File: src/rtl/bus_if_wbuf_pkg.sv
// rtl/bus_if_wbuf_pkg.sv - shared encodings for the CPU-side bus interface
package bus_if_wbuf_pkg;

  typedef enum logic [1:0] {
    BUS_IF_STATE_IDLE   = 2'd0,
    BUS_IF_STATE_REQ    = 2'd1,
    BUS_IF_STATE_ACCESS = 2'd2,
    BUS_IF_STATE_STALL  = 2'd3
  } bus_if_state_e;

  localparam logic READ     = 1'b1;
  localparam logic WRITE    = 1'b0;
  localparam logic ENABLE_  = 1'b0;
  localparam logic DISABLE_ = 1'b1;

  function automatic int clog2_min1(input int v);
    return (v <= 2) ? 1 : $clog2(v);
  endfunction

endpackage

File: src/rtl/bus_if_wfifo.sv
// rtl/bus_if_wfifo.sv - posted-write buffer, DEPTH x W synchronous FIFO
module bus_if_wfifo #(
  parameter int DEPTH = 4,
  parameter int W     = 64
) (
  input  logic                   clk,
  input  logic                   reset,
  input  logic                   push,
  input  logic                   pop,
  input  logic [W-1:0]           din,
  output logic [W-1:0]           dout,
  output logic                   full,
  output logic                   empty,
  output logic [$clog2(DEPTH):0] count
);

  localparam int PW = $clog2(DEPTH);

  logic [W-1:0]  mem [DEPTH];
  logic [PW-1:0] wr_ptr, rd_ptr;
  logic          do_push, do_pop;

  assign full    = (count == (PW+1)'(DEPTH));
  assign empty   = (count == '0);
  assign do_push = push && !full;
  assign do_pop  = pop && !empty;
  assign dout    = mem[rd_ptr];

  always_ff @(posedge clk or posedge reset) begin
    if (reset) begin
      wr_ptr <= '0;
      rd_ptr <= '0;
      count  <= '0;
    end else begin
      if (do_push) wr_ptr <= wr_ptr + 1'b1;
      if (do_pop)  rd_ptr <= rd_ptr + 1'b1;
      case ({do_push, do_pop})
        2'b10:   count <= count + 1'b1;
        2'b01:   count <= count - 1'b1;
        default: count <= count;
      endcase
    end
  end

  // Storage carries no reset; pointers and count alone define validity.
  always_ff @(posedge clk) begin
    if (do_push) mem[wr_ptr] <= din;
  end

endmodule

File: src/rtl/bus_if_wbuf.sv
// rtl/bus_if_wbuf.sv - CPU memory interface: SPM window, posted bus writes, read ordering, timeout
module bus_if_wbuf
  import bus_if_wbuf_pkg::*;
#(
  parameter int AW         = 32,
  parameter int DW         = 32,
  parameter int SIDX_HI    = 29,
  parameter int SIDX_LO    = 27,
  parameter int SPM_INDEX  = 1,
  parameter int WBUF_DEPTH = 4,
  parameter int TIMEOUT    = 255
) (
  input  logic          clk,
  input  logic          reset,
  input  logic          stall,
  input  logic          flush,
  output logic          busy,
  output logic          err,
  input  logic [AW-1:0] addr,
  input  logic          as_,
  input  logic          rw,
  input  logic [DW-1:0] wr_data,
  output logic [DW-1:0] rd_data,
  input  logic [DW-1:0] spm_rd_data,
  output logic [AW-1:0] spm_addr,
  output logic          spm_as_,
  output logic          spm_rw,
  output logic [DW-1:0] spm_wr_data,
  input  logic [DW-1:0] bus_rd_data,
  input  logic          bus_rdy_,
  input  logic          bus_grnt_,
  output logic          bus_req_,
  output logic [AW-1:0] bus_addr,
  output logic          bus_as_,
  output logic          bus_rw,
  output logic [DW-1:0] bus_wr_data
);

  localparam int SIDX_W = SIDX_HI - SIDX_LO + 1;
  localparam int TW     = clog2_min1(TIMEOUT + 1);
  localparam int CW     = $clog2(WBUF_DEPTH) + 1;

  bus_if_state_e state, state_nx;
  logic          bus_req_nx, bus_as_nx, bus_rw_nx;
  logic [AW-1:0] bus_addr_nx, head_addr;
  logic [DW-1:0] bus_wr_data_nx, head_data, rd_buf, rd_buf_nx, rd_now;
  logic [TW-1:0] tmo_cnt, tmo_cnt_nx;
  logic [CW-1:0] fifo_count;
  logic          fifo_full, fifo_empty, push, pop;
  logic          valid, is_spm, spm_acc, bus_wr, bus_rd;
  logic          timed_out, acc_end, rd_done;

  assign spm_addr    = addr;
  assign spm_rw      = rw;
  assign spm_wr_data = wr_data;

  assign valid   = !as_ && !flush;
  assign is_spm  = (addr[SIDX_HI:SIDX_LO] == SIDX_W'(SPM_INDEX));
  assign spm_acc = valid && is_spm;
  assign bus_wr  = valid && !is_spm && (rw == WRITE);
  assign bus_rd  = valid && !is_spm && (rw == READ);
  assign push    = bus_wr && !fifo_full && !stall;

  assign timed_out = (TIMEOUT != 0) && (tmo_cnt == TW'(TIMEOUT));
  assign acc_end   = (state == BUS_IF_STATE_ACCESS) && (!bus_rdy_ || timed_out);
  assign rd_done   = acc_end && (bus_rw == READ);
  assign rd_now    = bus_rdy_ ? '0 : bus_rd_data;

  bus_if_wfifo #(.DEPTH(WBUF_DEPTH), .W(AW + DW)) u_wfifo (
    .clk   (clk),
    .reset (reset),
    .push  (push),
    .pop   (pop),
    .din   ({addr, wr_data}),
    .dout  ({head_addr, head_data}),
    .full  (fifo_full),
    .empty (fifo_empty),
    .count (fifo_count)
  );

  always_ff @(posedge clk or posedge reset) begin
    if (reset) begin
      state       <= BUS_IF_STATE_IDLE;
      bus_req_    <= DISABLE_;
      bus_as_     <= DISABLE_;
      bus_addr    <= '0;
      bus_rw      <= READ;
      bus_wr_data <= '0;
      tmo_cnt     <= '0;
      rd_buf      <= '0;
    end else begin
      state       <= state_nx;
      bus_req_    <= bus_req_nx;
      bus_as_     <= bus_as_nx;
      bus_addr    <= bus_addr_nx;
      bus_rw      <= bus_rw_nx;
      bus_wr_data <= bus_wr_data_nx;
      tmo_cnt     <= tmo_cnt_nx;
      rd_buf      <= rd_buf_nx;
    end
  end

  // Buffered writes always go first so a later read never overtakes them.
  always_comb begin
    state_nx       = state;
    bus_req_nx     = bus_req_;
    bus_as_nx      = DISABLE_;
    bus_addr_nx    = bus_addr;
    bus_rw_nx      = bus_rw;
    bus_wr_data_nx = bus_wr_data;
    tmo_cnt_nx     = tmo_cnt;
    rd_buf_nx      = rd_buf;
    pop            = 1'b0;
    case (state)
      BUS_IF_STATE_IDLE: begin
        if (!fifo_empty) begin
          state_nx       = BUS_IF_STATE_REQ;
          bus_req_nx     = ENABLE_;
          bus_addr_nx    = head_addr;
          bus_rw_nx      = WRITE;
          bus_wr_data_nx = head_data;
        end else if (bus_rd) begin
          state_nx       = BUS_IF_STATE_REQ;
          bus_req_nx     = ENABLE_;
          bus_addr_nx    = addr;
          bus_rw_nx      = READ;
          bus_wr_data_nx = '0;
        end
      end
      BUS_IF_STATE_REQ: begin
        if (!bus_grnt_) begin
          state_nx  = BUS_IF_STATE_ACCESS;
          bus_as_nx = ENABLE_;
        end
      end
      BUS_IF_STATE_ACCESS: begin
        if (acc_end) begin
          bus_req_nx     = DISABLE_;
          bus_addr_nx    = '0;
          bus_rw_nx      = READ;
          bus_wr_data_nx = '0;
          tmo_cnt_nx     = '0;
          pop            = (bus_rw == WRITE);
          if (bus_rw == READ) rd_buf_nx = rd_now;
          state_nx = (stall && (bus_rw == READ)) ? BUS_IF_STATE_STALL : BUS_IF_STATE_IDLE;
        end else begin
          tmo_cnt_nx = tmo_cnt + 1'b1;
        end
      end
      BUS_IF_STATE_STALL: begin
        if (!stall) state_nx = BUS_IF_STATE_IDLE;
      end
      default: state_nx = BUS_IF_STATE_IDLE;
    endcase
  end

  always_comb begin
    rd_data = '0;
    spm_as_ = DISABLE_;
    busy    = 1'b0;
    err     = acc_end && bus_rdy_;
    if (rd_done)
      rd_data = rd_now;
    else if ((state == BUS_IF_STATE_STALL) && (rw == READ))
      rd_data = rd_buf;
    if (spm_acc) begin
      if (!stall) begin
        spm_as_ = ENABLE_;
        if (rw == READ) rd_data = spm_rd_data;
      end
    end else if (bus_wr) begin
      busy = (fifo_count == CW'(WBUF_DEPTH));
    end else if (bus_rd) begin
      busy = !(rd_done || (state == BUS_IF_STATE_STALL));
    end
  end

endmodule

File: config.mk
export PLATFORM = sky130hd
export DESIGN_NAME = bus_if_wbuf
export DESIGN_NICKNAME = d
export VERILOG_FILES = /design/src/rtl/bus_if_wbuf_pkg.sv /design/src/rtl/bus_if_wfifo.sv /design/src/rtl/bus_if_wbuf.sv
export SDC_FILE = /design/constraint.sdc
export NUM_CORES = 1
export LEC_CHECK = 0
export CAP_MARGIN = 10
export CORE_MARGIN = 1.5
export CORE_UTILIZATION = 45
export CTS_BUF_LIST = sky130_fd_sc_hd__clkbuf_4 sky130_fd_sc_hd__clkbuf_8 sky130_fd_sc_hd__clkbuf_16
export CTS_CLUSTER_SIZE = 12
export DETAILED_ROUTE_END_ITERATION = 10
export GPL_TIMING_DRIVEN = 1
export PLACE_DENSITY_LB_ADDON = 0.08
export SETUP_SLACK_MARGIN = 0.5
export SLEW_MARGIN = 25
export SYNTH_ARGS = -nofsm -noshare
export SYNTH_HDL_FRONTEND = slang
export SYNTH_SLANG_ARGS = --single-unit
File: constraint.sdc
create_clock -name clk -period 5.6 [get_ports clk]
set_input_delay 1.12 -clock clk [delete_from_list [all_inputs] [get_ports clk]]
set_output_delay 1.12 -clock clk [all_outputs]
set_load 0.05 [all_outputs]
==> impl_metrics.tcl <==
set metrics [dict create \
    start_util_pct 45.7 \
    drive_gt1_share_pct 19.2 \
    die_h_um 187 \
    synth-seq-area-share_pct 69.4 \
    wl_um 33400 \
    nNetsFinal 1269 \
    syn_area_um2 15300 \
    dp_hpwl_um 19600 \
    ys_warn_count 0 \
    post_cts_buffers 0 \
    cts_tree "done" \
    hold_violations 0 \
    yosys_register_bits 372 \
    grt_max_degree 66 \
    synthArstFlopShare_pct 31.2 \
    io_buffers 302 \
    cts_buffers 41 \
    synthCells 880 \
    max_cap_viol_count 0 \
    clk_pin_slew_ps 60 \
    clk_path_buf_depth 3 \
    crit_buf_inv 4 \
    dr.first_iter.drc_count 473 \
    diodes 0 \
    clock_power_share_pct 25.8 \
    cp_top_family "buffers and inverters" \
    finClkSkew_ps 22.1 \
    postCtsHoldBufs 0 \
    hold-worst-slack_ps 490 \
    synth-main-ff-cell "edfxtp_1" \
    syn_nets 1023 \
    gp_congestion 0.795 \
    rsz0062_at_grt "no" \
    cts_num_sinks 372 \
    status "completed" \
    ff2ff_path_depth 10 \
    place_area_um2 18300 \
    final_area_um2 19700 \
    vias_per_cell 5.37 \
    grt_first_pass_wirelength_um 52100 \
    crit_end "rd_data[5]" \
    root_buffer "clkbuf_16" \
    grt_pass1_vias 9046 \
    dr.pass1.iters 4 \
    pwr-share-comb_pct 36.8 \
    clk_latency_ps 540 \
    tns_ps 0 \
    start_kind "input port" \
    pwr-share-seq_pct 37.4 \
    grt.overflow.total 0 \
    regToRegStartpoint "tmo_cnt[0]" \
    layout_common_cells "clkdlybuf4s50_1 (270), edfxtp_1 (256), dfrtp_1 (111)" \
    critPathMaxStageDelay_ps 580 \
    crit_top_cell "buf_4" \
    period_minus_slack_ps 4790 \
    post_cts_resized 0 \
    reg2reg_to "u_wfifo.count[2]" \
    reg2reg_setup_slack_ps 2850 \
    p_sw_mw 3.54 \
    swShare_pct 34.8 \
    core_area_um2 33400 \
    io_pins 303 \
    die_w_um 187 \
    intPower_mw 6.62 \
    tightest_slew_ps 908 \
    slowest_stage "clkdlybuf4s50_1" \
    crit_chain "clkdlybuf4s50_1, or3b_1, nor4bb_4, buf_4, buf_4, nand2_1, o21ai_0, buf_12" \
    relSlewSlack_pct 39.5 \
    dieArea_um2 35100 \
    slew_viol_final 0 \
    startpoint "addr[27]" \
    fin_crit_sh_pct 85.5 \
    cp_data_required_time_ps 4480 \
    p_leak_nw 7.39 \
    setup_viol 0 \
    synth-edff-count 256 \
    avgSynthCellArea_um2 17.4 \
    cp-end-kind "output port" \
    antenna_found_initial 0 \
    num_rows 67 \
    cellPowerDensity_nw_per_um2 516 \
    clock.fmax_mhz 209 \
    cp_max_fo 35 \
    routedWlPerCell_um 20.8 \
    arrival_ps 3670 \
    vdd_drop_max_v 0.000295 \
    synth_cell_type_count 51 \
    stdcell_count 1607 \
    critical_path_class "in -> out" \
    dp_cells 1530 \
    worst-path-stages 8 \
    htree_levels 2 \
    drc 0 \
    hold_path.class "reg -> reg" \
    area_growth_pct 28.9 \
    track_usage_pct 19.2 \
    layout_commonest_cell "clkdlybuf4s50_1" \
    total_power_mw 10.2 \
    postRouteAntennaNets 0 \
    dr_total_vias 8636 \
]
layout make-up:
| type | count | area, um^2 |
|---|---|---|
| well taps | 448 | 561 |
| flip-flops and latches | 372 | 10600 |
| multi-input cells | 381 | 3900 |
| repair buffers | 321 | 3240 |
| clock inverters | 16 | 130 |
| inverters | 9 | 36.3 |
| clock buffers | 60 | 1220 |
| fillers | 2558 | 13800 |
sequential cells by signal, indices dropped and copies added, names as in the netlist:
signal	flops
bus_as_	1
bus_rw	1
bus_addr	32
rd_buf	32
bus_req_	1
u_wfifo.mem	256
bus_wr_data	32
u_wfifo.count	3
u_wfifo.wr_ptr	2
u_wfifo.rd_ptr	2
tmo_cnt	8
state	2
power groups by stage:
stage / combinational [mW] / sequential (mW) / clock, mW
final: 3.73 / 3.80 / 2.62
after global placement: 3.68 / 3.92 / 0
after detailed placement: 3.71 / 3.92 / 0
after floorplan: 2.07 / 4.44 / 0
after CTS: 3.72 / 3.88 / 2.69
after global routing: 3.96 / 3.88 / 2.81
logic make-up after synthesis:
group | synth area share [%]
flip-flops | 69.4
XOR/XNOR | 0.631
adder cells (fa/ha/maj) | 0.623
multiplexers | 12.2
buffers and inverters | 5.31
AO/OA/AOI/OAI | 9.08
AND/OR/NAND/NOR | 2.82
worst min-delay path by stage:
stage	slack (ps)	end	start	cells past startpoint
after floorplan	470	rd_buf[29]	rd_buf[29]	1
after global placement	470	bus_addr[2]	bus_addr[2]	1
after detailed placement	480	bus_addr[8]	bus_addr[8]	1
after CTS	490	bus_addr[8]	bus_addr[8]	1
after global routing	510	rd_buf[30]	rd_buf[30]	1
final	490	bus_addr[2]	bus_addr[2]	1
cells in the mapped netlist (2+ instances only):
master / number / area, um^2
nor2b_1: 2 / 12.5
nor2_1: 15 / 56.3
o21ai_0: 27 / 135
buf_2: 19 / 95.1
edfxtp_1: 256 / 7690
ha_1: 6 / 75.1
dfstp_2: 3 / 78.8
nor3_1: 6 / 30.0
nand3b_1: 2 / 15.0
clkbuf_1: 21 / 78.8
nand2_1: 41 / 154
and3_1: 4 / 25.0
mux2_1: 3 / 33.8
buf_1: 2 / 7.51
o21ai_1: 10 / 50.1
dfrtp_1: 113 / 2830
xnor2_1: 8 / 70.1
nand3_1: 4 / 20.0
a21oi_1: 3 / 15.0
and2_1: 4 / 25.0
buf_4: 66 / 495
a22oi_1: 32 / 240
a22o_1: 96 / 841
clkbuf_2: 2 / 10.0
buf_6: 8 / 90.1
mux4_2: 64 / 1440
mux2_4: 10 / 150
xor2_1: 3 / 26.3
mux2_2: 20 / 225
inv_1: 9 / 33.8
metal layers:
layer,wire [um],GRT usage (%),up-vias
li1,-,-,3919
met1,15100,26.3,4413
met2,16000,31.6,248
met3,1520,3.36,56
met4,800,5.92,0
met5,0,0,-
per-stage QoR:
stage               setup WS, ps  util (%)
detailed placement           535      54.6
global placement             591      54.6
finish                       811      58.9
floorplan                    591         -
CTS                          536      58.7
global route                 624      58.9
(Power assumes the default switching activity.)
